<file path="src/rtl/spi_cmd_sequencer_if.sv">
// Host command, SPI controller and response signals of the SPI command sequencer.
// The sequencer takes the slave modport; the host/controller side takes master.
interface spi_cmd_sequencer_if;
  logic        cmd_valid;
  logic [23:0] cmd_data;
  logic        cmd_ready;
  logic        spi_tx_start;
  logic [23:0] spi_tx_data;
  logic        spi_tx_end;
  logic [23:0] spi_rx_data;
  logic        rsp_valid;
  logic [23:0] rsp_data;
  logic        rsp_src;

  modport slave (
    input  cmd_valid, cmd_data, spi_tx_end, spi_rx_data,
    output cmd_ready, spi_tx_start, spi_tx_data, rsp_valid, rsp_data, rsp_src
  );

  modport master (
    output cmd_valid, cmd_data, spi_tx_end, spi_rx_data,
    input  cmd_ready, spi_tx_start, spi_tx_data, rsp_valid, rsp_data, rsp_src
  );
endinterface

</file>
<file path="src/rtl/spi_cmd_sequencer.sv">
// Round-robin scheduler of host FIFO commands and periodic poll words onto one SPI master.
// One transaction at a time: grant, start pulse, wait for tx_end (or timeout), enforced gap.
module spi_cmd_sequencer #(
  parameter int FIFO_DEPTH     = 4,
  parameter int GAP_CYCLES     = 8,
  parameter int TIMEOUT_CYCLES = 4096
) (
  input  logic               fxclk,
  input  logic               reset_in,
  spi_cmd_sequencer_if.slave bus,
  input  logic               poll_en,
  input  logic [15:0]        poll_period,
  input  logic [23:0]        poll_word,
  output logic               busy,
  output logic [4:0]         fifo_level,
  output logic               timeout_err,
  input  logic               err_clr
);
  localparam int AW = (FIFO_DEPTH > 1) ? $clog2(FIFO_DEPTH) : 1;
  localparam int CW = AW + 1;
  localparam int TW = $clog2(TIMEOUT_CYCLES + 1);
  localparam int GW = $clog2(GAP_CYCLES + 1);

  typedef enum logic [1:0] {IDLE, START, WAIT, GAP} state_t;
  state_t state, state_n;

  logic [23:0]   mem [FIFO_DEPTH];
  logic [AW-1:0] wptr, rptr;
  logic [CW-1:0] count, count_n;
  logic          push, pop, host_req;
  logic [15:0]   ptimer;
  logic          poll_pending, poll_run, poll_expire;
  logic          last_grant, src, tx_end_q;
  logic [TW-1:0] tcnt;
  logic [GW-1:0] gcnt;
  logic          grant, grant_poll, rise, tmo;

  assign push        = bus.cmd_valid && bus.cmd_ready;
  assign pop         = grant && !grant_poll;
  assign host_req    = (count != '0);
  assign count_n     = count + CW'(push) - CW'(pop);
  assign poll_run    = poll_en && (poll_period != 16'd0);
  // >= rather than == so a shrinking period cannot strand the timer above it
  assign poll_expire = poll_run && (ptimer >= poll_period - 16'd1);

  always_comb begin
    state_n    = state;
    grant      = 1'b0;
    grant_poll = 1'b0;
    rise       = 1'b0;
    tmo        = 1'b0;
    case (state)
      IDLE: if (host_req || poll_pending) begin
        grant      = 1'b1;
        // last_grant: 1 = poll went last, so host wins a tie
        grant_poll = poll_pending && (!host_req || !last_grant);
        state_n    = START;
      end
      START: state_n = WAIT;
      WAIT: begin
        if (bus.spi_tx_end && !tx_end_q) begin
          rise    = 1'b1;
          state_n = GAP;
        end else if (tcnt == TW'(TIMEOUT_CYCLES - 1)) begin
          tmo     = 1'b1;
          state_n = GAP;
        end
      end
      GAP: if (gcnt == GW'(GAP_CYCLES - 1)) state_n = IDLE;
      default: state_n = IDLE;
    endcase
  end

  always_ff @(posedge fxclk) begin
    if (push) mem[wptr] <= bus.cmd_data;
  end

  always_ff @(posedge fxclk) begin
    if (reset_in) begin
      state            <= IDLE;
      wptr             <= '0;
      rptr             <= '0;
      count            <= '0;
      ptimer           <= '0;
      poll_pending     <= 1'b0;
      last_grant       <= 1'b1;
      src              <= 1'b0;
      tx_end_q         <= 1'b0;
      tcnt             <= '0;
      gcnt             <= '0;
      bus.cmd_ready    <= 1'b1;
      bus.spi_tx_start <= 1'b0;
      bus.spi_tx_data  <= '0;
      bus.rsp_valid    <= 1'b0;
      bus.rsp_data     <= '0;
      bus.rsp_src      <= 1'b0;
      busy             <= 1'b0;
      fifo_level       <= '0;
      timeout_err      <= 1'b0;
    end else begin
      state            <= state_n;
      tx_end_q         <= bus.spi_tx_end;
      bus.spi_tx_start <= (state == START);
      bus.rsp_valid    <= rise;
      busy             <= (state_n != IDLE);

      if (push) wptr <= wptr + 1'b1;
      if (pop)  rptr <= rptr + 1'b1;
      count         <= count_n;
      fifo_level    <= 5'(count_n);
      bus.cmd_ready <= (count_n < CW'(FIFO_DEPTH));

      if (grant) begin
        src             <= grant_poll;
        last_grant      <= grant_poll;
        bus.spi_tx_data <= grant_poll ? poll_word : mem[rptr];
      end
      if (rise) begin
        bus.rsp_data <= bus.spi_rx_data;
        bus.rsp_src  <= src;
      end

      if (state == WAIT) tcnt <= tcnt + 1'b1;
      else               tcnt <= '0;
      if (state == GAP)  gcnt <= gcnt + 1'b1;
      else               gcnt <= '0;

      if (tmo)          timeout_err <= 1'b1;
      else if (err_clr) timeout_err <= 1'b0;

      if (!poll_run || poll_expire) ptimer <= '0;
      else                          ptimer <= ptimer + 16'd1;

      // an expiry while already pending is simply absorbed
      if (!poll_en)         poll_pending <= 1'b0;
      else if (poll_expire) poll_pending <= 1'b1;
      else if (grant_poll)  poll_pending <= 1'b0;
    end
  end
endmodule
</file>
<file path="src/flat_wrapper.sv">
// flat-port wrapper written by rule: the top's interface ports become plain ports
module spi_cmd_sequencer_flat 
#(
  parameter int FIFO_DEPTH     = 4,
  parameter int GAP_CYCLES     = 8,
  parameter int TIMEOUT_CYCLES = 4096
)
  (fxclk, reset_in, poll_en, poll_period, poll_word, busy, fifo_level, timeout_err, err_clr, bus_cmd_valid, bus_cmd_data, bus_spi_tx_end, bus_spi_rx_data, bus_cmd_ready, bus_spi_tx_start, bus_spi_tx_data, bus_rsp_valid, bus_rsp_data, bus_rsp_src);
  spi_cmd_sequencer_if bus_i ();
  input  logic fxclk;
  input  logic reset_in;
  input  logic poll_en;
  input  logic [15:0] poll_period;
  input  logic [23:0] poll_word;
  output logic busy;
  output logic [4:0] fifo_level;
  output logic timeout_err;
  input  logic err_clr;
  input wire logic [$bits(bus_i.cmd_valid)-1:0] bus_cmd_valid;
  input wire logic [$bits(bus_i.cmd_data)-1:0] bus_cmd_data;
  input wire logic [$bits(bus_i.spi_tx_end)-1:0] bus_spi_tx_end;
  input wire logic [$bits(bus_i.spi_rx_data)-1:0] bus_spi_rx_data;
  output wire logic [$bits(bus_i.cmd_ready)-1:0] bus_cmd_ready;
  output wire logic [$bits(bus_i.spi_tx_start)-1:0] bus_spi_tx_start;
  output wire logic [$bits(bus_i.spi_tx_data)-1:0] bus_spi_tx_data;
  output wire logic [$bits(bus_i.rsp_valid)-1:0] bus_rsp_valid;
  output wire logic [$bits(bus_i.rsp_data)-1:0] bus_rsp_data;
  output wire logic [$bits(bus_i.rsp_src)-1:0] bus_rsp_src;
  assign bus_i.cmd_valid = bus_cmd_valid;
  assign bus_i.cmd_data = bus_cmd_data;
  assign bus_i.spi_tx_end = bus_spi_tx_end;
  assign bus_i.spi_rx_data = bus_spi_rx_data;
  assign bus_cmd_ready = bus_i.cmd_ready;
  assign bus_spi_tx_start = bus_i.spi_tx_start;
  assign bus_spi_tx_data = bus_i.spi_tx_data;
  assign bus_rsp_valid = bus_i.rsp_valid;
  assign bus_rsp_data = bus_i.rsp_data;
  assign bus_rsp_src = bus_i.rsp_src;
  spi_cmd_sequencer #(.FIFO_DEPTH(FIFO_DEPTH), .GAP_CYCLES(GAP_CYCLES), .TIMEOUT_CYCLES(TIMEOUT_CYCLES)) u_core (.fxclk(fxclk), .reset_in(reset_in), .bus(bus_i), .poll_en(poll_en), .poll_period(poll_period), .poll_word(poll_word), .busy(busy), .fifo_level(fifo_level), .timeout_err(timeout_err), .err_clr(err_clr));
endmodule
</file>
<file path="config.mk">
export PLATFORM = sky130hd
export DESIGN_NAME = spi_cmd_sequencer_flat
export DESIGN_NICKNAME = d
export VERILOG_FILES = /design/src/rtl/spi_cmd_sequencer_if.sv /design/src/rtl/spi_cmd_sequencer.sv /design/src/flat_wrapper.sv
export SDC_FILE = /design/constraint.sdc
export NUM_CORES = 1
export LEC_CHECK = 0
export CORE_AREA = 2 2 158 160
export CTS_CLUSTER_DIAMETER = 50
export DETAILED_ROUTE_END_ITERATION = 10
export DIE_AREA = 0 0 160 162
export SLEW_MARGIN = 40
export SYNTH_ARGS = -nofsm -noshare
export SYNTH_HDL_FRONTEND = slang
export SYNTH_SLANG_ARGS = --single-unit
</file>
<file path="constraint.sdc">
create_clock -name fxclk -period 3.7 [get_ports fxclk]
set_input_delay 0.37 -clock fxclk [delete_from_list [all_inputs] [get_ports fxclk]]
set_output_delay 0.37 -clock fxclk [all_outputs]
set_load 0.005 [all_outputs]
</file>
After elaboration in Yosys (flattened, before gate mapping)
Memories as Yosys holds them, arrays and structs flattened. A register that Yosys moved wholly into a read port is not among the register bits.
Cells that the tools add are included.
- bits in registers: 102
- memory bits (writable): 96
- memories kept: 1
- add/subtract/negate cells: 8
- magnitude comparators: 2
- equal/unequal tests: 5
- multiplexer cells: 23
- bitwise logic cells: 3
- reduce and logical (&&, ||, !) cells: 24
- memories (name ; words ; width ; read ports ; clocked after Yosys merged registers in ; write ports ; line ; text):
    u_core.mem ; 4 ; 24 ; 1 ; 1 ; 1 ; spi_cmd_sequencer.sv:27 ; logic [23:0] mem [FIFO_DEPTH];
- operator list (operator ; number):
    2-to-1 mux 24 bit ; 1
    adder 16 x 1 -> 16 bit, second input constant ; 1
    >= comparator 16 bit ; 1
    nonzero test 16 bit ; 1
    subtractor 16 x 1 -> 16 bit, second input constant ; 1
    2-to-1 mux 1 bit ; 15
    adder 13 x 1 -> 13 bit, second input constant ; 1
    equality test 13 x 12 -> 1 bit, second input constant ; 1
    2-to-1 mux 2 bit ; 6
    one-hot mux 2 bit (4 select lines) ; 1
    OR reduction 2 bit ; 4
    logical AND 1 bit ; 6
    nonzero test 2 bit ; 3
    logical NOT 1 bit ; 5
    adder 2 x 1 -> 2 bit, second input constant ; 2
    adder 4 x 1 -> 4 bit, second input constant ; 1
    equality test 2 bit, second input constant ; 2
    equality test 4 x 3 -> 1 bit, second input constant ; 1
    adder 3 x 1 -> 3 bit ; 1
    logical OR 1 bit ; 3
    < comparator 3 bit, second input constant ; 1
    inverter 1 bit ; 3
    nonzero test 3 bit ; 1
    subtractor 3 x 1 -> 3 bit ; 1
    2 further kinds ; 2

Depth between registers and ports, before layout
Gate-level depths: netlist (run 1).
- depth in word-level cells: 10
- depth in mapped cells: 13

Worst setup path before layout (run 1)
No wires, ideal clock.
- path kind: in2reg
- start: in poll_period[1]
- end: reg u_core.ptimer[10]
- library setup time: 115 ps
- arrival: 2785 ps
- data required time: 3585 ps
- path slack: 800 ps
- stages on the path: 11
- path buffers: 1
- cell sequence: nor4_1 -> nand2_1 -> or3_1 -> nor4_1 -> xnor2_1 -> ha_1 -> nand3_1 -> or3b_2 -> nand4b_4 -> buf_6 -> nor2_1
- longest elaborated chain between the ends: 5
- RTL lines (what ; line ; text):
    from (decl) ; flat_wrapper.sv:13 ; input logic [15:0] poll_period;
    subtractor 16 x 1 -> 16 bit / nonzero test 16 bit (equally long branches) ; spi_cmd_sequencer.sv:44, spi_cmd_sequencer.sv:42 ;
    >= comparator 16 bit / logical AND 1 bit (equally long branches) ; spi_cmd_sequencer.sv:44, spi_cmd_sequencer.sv:42 ;
    logical AND 1 bit / logical NOT 1 bit (equally long branches) ; spi_cmd_sequencer.sv:44, spi_cmd_sequencer.sv:131 ;
    logical OR 1 bit * ; spi_cmd_sequencer.sv:131 ; if (!poll_run || poll_expire) ptimer <= '0;
    OR reduction 2 bit (no line) * ; - ;
    to (signal assigned) ; spi_cmd_sequencer.sv:132 ; else ptimer <= ptimer + 16'd1;
    to (decl) ; spi_cmd_sequencer.sv:31 ; logic [15:0] ptimer;
Mark *: on every way between the ends. The rest lies on a longest branch, timed or not.
A chain may end at the register's enable or synchronous reset.

Worst setup path after layout (run 1)
- start: in poll_period[1]
- end: reg u_core.ptimer[11]
The elaborated chain is that of the path after synthesis.

==> results of run 1 <==
-- cells in the mapped netlist, types with 5 or more instances --
cell,count
a21oi_1,36
a222oi_1,24
and3_1,6
clkbuf_1,20
dfxtp_1,102
edfxtp_1,96
ha_1,26
inv_1,14
mux4_2,24
nand2_1,70
nand2b_1,6
nand3_1,13
nand4_1,6
nor2_1,75
nor2b_1,5
nor3_1,10
o21ai_0,8
or3_1,6
xnor2_1,24
xor2_1,17
-- placed cells by master (no fill, tap or decap), drive strengths merged, types with 2 or more instances in the layout --
master         count
nand4              6
or3                6
nand4b             2
or4                3
mux4              24
nor2              75
xor2              17
nand2             70
nor3              10
nand2b             6
ha                26
clkbuf            20
a21oi             36
clkdlybuf4s50    149
and3               6
nor4               4
and4               4
dfxtp            102
a222oi            24
edfxtp            96
or2                4
inv               20
o21ai             10
nand3             13
buf               11
nor3b              2
conb               2
clkinv             4
a31oi              2
xnor2             24
nor2b              5
-- per-layer routing --
| metal | GRT usage | wire length (µm) |
|---|---|---|
| met1 | 0.179 | 8220 |
| met2 | 0.233 | 8350 |
| met4 | 0.0319 | 78 |
| met3 | 0.0386 | 1030 |
| met5 | 0 | 0 |
-- per-stage QoR --
stage | cell area, µm² | hold slack, ps
2_1_floorplan | 7920 | 418
5_1_grt | 10400 | 450
4_1_cts | 10400 | 418
3_3_place_gp | 9770 | 435
3_5_place_dp | 9780 | 446
6_report | 10400 | 444
-- worst max-delay path, stage by stage --
cell and delay, ps:
clkdlybuf4s50_1 450, nor4_1 470, nand2_1 150, or3_1 400, nor4_1 310, xnor2_1 110
ha_1 320, nand3_1 90, nor3_1 250, o2111ai_1 230, nand4b_4 260, nor2_1 80
-- state kept, by name, summed over array words and instances (netlist names), named ones only --
register / count
u_core.mem: 96
u_core.bus.rsp_data: 24
u_core.bus.spi_tx_data: 24
u_core.ptimer: 16
u_core.tcnt: 13
u_core.gcnt: 4
u_core.count: 3
u_core.rptr: 2
u_core.state: 2
u_core.wptr: 2
u_core.bus.cmd_ready: 1
u_core.bus.rsp_src: 1
u_core.bus.rsp_valid: 1
u_core.bus.spi_tx_start: 1
u_core.busy: 1
u_core.last_grant: 1
u_core.poll_pending: 1
u_core.src: 1
u_core.timeout_err: 1
u_core.tx_end_q: 1
-- layout make-up --
class | count | area share
repair buffers | 160 | 0.152
clock buffers | 20 | 0.0451
well taps | 324 | 0.0391
flip-flops and latches | 198 | 0.475
multi-input cells | 391 | 0.271
clock inverters | 12 | 0.0128
inverters | 14 | 0.00506
-- worst paths after layout --
| path | startpoint | to | slack [ps] | depth (start not counted) |
|---|---|---|---|---|
| setup reg to reg | u_core.count[1] | u_core.bus.cmd_ready | 930 | 12 |
| hold reg to reg | u_core.bus.rsp_data[21] | u_core.bus.rsp_data[21] | 450 | 2 |
| setup / recovery | poll_period[1] | u_core.ptimer[11] | 510 | 12 |
| hold / removal | reset_in | u_core.bus.spi_tx_data[0] | 440 | 2 |
-- power by group --
group	leakage [µW]	switching, µW	internal, µW
registers	0.00171	191	2610
clock network	0.000295	858	1010
logic	0.00150	702	827
total	0.00351	1750	4450
-- cells by family after synthesis --
family,share of synthesized area
AOI/OAI and AO/OA,0.0675
xor gates and xnor gates,0.0453
adders and majority gates,0.0436
buffers and inverters,0.0239
DFF,0.622
muxes,0.0683
other,0.000474
and+or+nand+nor,0.129
==> results.cfg, run 1 <==
[route]
drt-initial-drc-count = 285
vias_per_cell = 4.71
drc_errors = 0
dr.pass1.iters = 8
ant_nets = 0
num_vias = 5275
drt_wl_total_mm = 17.7
routedWlPerCell_um = 15.8

[logic_synthesis]
synth.area.top_cells = edfxtp_1 (36%), dfxtp_1 (26%), mux4_2 (6.8%)
ys_types = 46
ys_seq_elements = 198
seq_area_frac_synth = 0.622
yosysTopAreaCell = edfxtp_1
syn_area_per_cell_um2 = 12.5
async_flop_share = 0
synth_area_um2 = 7920
synth_edf_count = 96
ys_warn_count = 0
netlist.area_leader.share = 0.364
yosys_most_used_dff = dfxtp_1
syn_inst = 633

[final_layout]
drive_gt1_frac = 0.0969
multiInputGateArea_um2 = 2820
area_delta_synth_final_pct = 31.0
final_util = 0.430
seqCellArea_um2 = 4930
n_fill_cell = 2293
nets = 903
final_cell_count_no_fill = 1119
antennaDiodeCount = 0

[placed_design]
place_congestion = 0.726
dp.cells = 1087
dp_hpwl_mm = 11.8
pre_cts_ws_ps = 25.6
portBuffers = 150

[critical_path]
worstSetupEndpointType = flop
crit_path_start_kind = primary input
crit_fanout = 16
crit_type = in -> reg
crit_required_ps = 4000
cp.arrival_ps = 3490

[clocking]
cts-root-buf = clkbuf_16
postCtsSetupBuffers = 0
cts-buffers-inserted = 17
h-tree-depth = 4
clkLatencyLatePin_ps = 430
clock_sinks = 198
cts_hold_buf = 0
cts_resized = 0
cts_tree = yes
clk_pin_slew_ps = 70
clockBufferDepth = 2

[die]
start_util = 0.329
die_width_um = 160
rows = 57
fp.dieH_um = 162
coreArea_um2 = 24100
dieArea_um2 = 25900
io_pins = 153

[timing]
layout_setup_ws_ps = 515
worstMarginPinSlew_ps = 597
slew_headroom = 0.602
finalMaxSlewViolations = 0
setup_viol = 0
hold_viol_final = 0
grt_setup_unrepaired = no
finClkSkew_ps = 17.7
fin_crit_sh = 0.861
finalCriticalPeriod_ps = 3190
fmax_mhz = 314
finalSetupTns_ps = 0

[global_route]
grt_pass1_wl_mm = 28.3
track_usage = 0.139
grt_pass1_vias = 5309
antenna_found_initial = 1
grt_max_degree = 49
gr-total-overflow = 0

[pwr]
power_uw = 6200
powerDensity_nw_per_um2 = 597
max-vdd-ir-drop_v = 0.000307
leakagePower_uw = 0.00351

[run]
cap_violations = 0

[status]
outcome = complete, no violations

[min_path]
min_path_type = in -> reg
Note: power is estimated with default switching activity, not from simulation.
==> inputs of run 2 (changes only) <==
--- a/config.mk
+++ b/config.mk
@@ -9,6 +9,7 @@
 export CTS_CLUSTER_DIAMETER = 50
 export DETAILED_ROUTE_END_ITERATION = 10
 export DIE_AREA = 0 0 160 162
+export REMOVE_ABC_BUFFERS = 1
 export SLEW_MARGIN = 40
 export SYNTH_ARGS = -nofsm -noshare
 export SYNTH_HDL_FRONTEND = slang
==> run 2 against run 1 <==
Net effect: critical path type unchanged; core utilization rose by 0.067 points; cell count is 0.27% higher; first-iteration DRC count up 1.4%; critical path depth is the same; largest power group unchanged; register-to-register slack better by 310 ps; sequential cell count unchanged; count of clock-buffer cells in the layout decreased by 2.
==> results.cfg, run 2 (synthesis gave the netlist of run 1 again) <==
[status]
outcome = complete, no violations

[die]
dieArea_um2 = 25900
coreArea_um2 = 24100
start_util = 0.329
die_width_um = 160
io_pins = 153
fp.dieH_um = 162
rows = 57

[final_layout]
reg.largest.list = u_core.mem x96, u_core.bus.rsp_data x24, u_core.bus.spi_tx_data x24
nets = 906
regMostFlops = u_core.mem
layout_commonest_cell = clkdlybuf4s50_1
area_delta_synth_final_pct = 31.2
drive_gt1_frac = 0.100
largest_reg_flops = 96
final_cell_mix = clkdlybuf4s50_1 (149), dfxtp_1 (100), edfxtp_1 (96)
final_cell_count_no_fill = 1122

[clocking]
postCtsSetupBuffers = 0
clockBufferDepth = 2
clock_sinks = 198
h-tree-depth = 4
cts_hold_buf = 0
clk_pin_slew_ps = 80
cts-buffers-inserted = 17
cts_tree = yes
cts-root-buf = clkbuf_16
cts_resized = 0
clkLatencyLatePin_ps = 430

[global_route]
grt_pass1_vias = 5270
gr-total-overflow = 0
grt_max_degree = 28
antenna_found_initial = 3
track_usage = 0.138
grt_pass1_wl_mm = 27.7

[placed_design]
dp.cells = 1090
dp_hpwl_mm = 12.0
portBuffers = 150
place_congestion = 0.734

[critical_path]
crit_required_ps = 4010
worstSetupEndpointType = flop
crit_fanout = 16
cp.arrival_ps = 3570
path_buf_inv = 1
cp_slowest_cell = nor4_1
max_stage_delay_ps = 480
crit_type = in -> reg
crit_path_start_kind = primary input
cpMostUsedCell = nor4_1
crit_cells = 12
critPathTopFamily = simple AND/OR/NAND/NOR gates
path_cells = clkdlybuf4s50_1 -> nor4_1 -> nand2_1 -> or3_1 -> nor4_1 -> xnor2_1 -> ha_1 -> nand3_1 -> nor3_1 -> o2111ai_1 -> nand4b_4 -> nor2_1
r2r_cells = 11

[route]
num_vias = 5291
drc_errors = 0
routedWlPerCell_um = 15.7
ant_nets = 0
dr.pass1.iters = 5
drt-initial-drc-count = 289
vias_per_cell = 4.72
drt_wl_total_mm = 17.6

[pwr]
seqPwrFrac = 0.457
p_int_uw = 4400
leakagePower_uw = 0.00351
swShare = 0.287
powerDensity_nw_per_um2 = 594
p_sw_uw = 1770
p_comb_frac = 0.244
clkPwrFrac = 0.298
max-vdd-ir-drop_v = 0.000293

[timing]
worstMarginPinSlew_ps = 797
fin_hold_ws_ps = 380
fin_crit_sh = 0.883
slew_headroom = 0.468
finClkSkew_ps = 16.2
finalCriticalPeriod_ps = 3270
finalMaxSlewViolations = 0
finalSetupTns_ps = 0
hold_viol_final = 0
grt_setup_unrepaired = no
fmax_mhz = 306
setup_viol = 0

[min_path]
worstHoldPathCells = 2
min_path_type = in -> reg

[run]
cap_violations = 0
==> run 2: final cells by class <==
type,instances,area (µm²)
fillers,2309,13700
flip-flops and latches,198,4930
multi-input cells,391,2820
repair buffers,163,1590
clock buffers,18,429
well taps,324,405
clock inverters,13,164
inverters,14,52.6
diodes,1,2.50
==> run 2: metrics by stage <==
stage	util	instance area [µm²]	setup WS (ps)	power, µW
3_5_place_dp	0.406	9800	-0.00533	4420
3_3_place_gp	0.406	9790	124	4410
2_1_floorplan	-	7790	868	3620
4_1_cts	0.431	10400	457	6290
6_report	0.431	10400	434	6180
5_1_grt	0.431	10400	123	6510
==> run 2: power groups by stage <==
stage	sequential, µW	clock (µW)	combinational [µW]
2_1_floorplan	2840	0	781
3_3_place_gp	2880	0	1530
3_5_place_dp	2880	0	1540
4_1_cts	2830	1910	1550
5_1_grt	2870	1980	1660
6_report	2820	1840	1510
==> run 2: worst paths after layout <==
check | from | endpoint | slack [ps]
min reg2reg | u_core.gcnt[0] | u_core.gcnt[0] | 440
min | reset_in | u_core.bus.spi_tx_data[13] | 380
max reg2reg | u_core.count[1] | u_core.bus.cmd_ready | 1240
max | poll_period[1] | u_core.ptimer[15] | 430
==> run 2: routing by layer <==
metal,global-route usage,vias to the layer above,share of wire
met1,0.168,2535,0.43
met3,0.0442,15,0.069
met4,0.0418,2,0.0086
met2,0.236,130,0.49
met5,0,-,0.00074
li1,-,2609,-
==> inputs of run 3 (changes only) <==
--- a/config.mk
+++ b/config.mk
@@ -6,7 +6,6 @@
 export NUM_CORES = 1
 export LEC_CHECK = 0
 export CORE_AREA = 2 2 158 160
-export CTS_CLUSTER_DIAMETER = 50
 export DETAILED_ROUTE_END_ITERATION = 10
 export DIE_AREA = 0 0 160 162
 export REMOVE_ABC_BUFFERS = 1
==> results of run 3 <==
Final layout, timing and power as in run 2 (identical DEF).
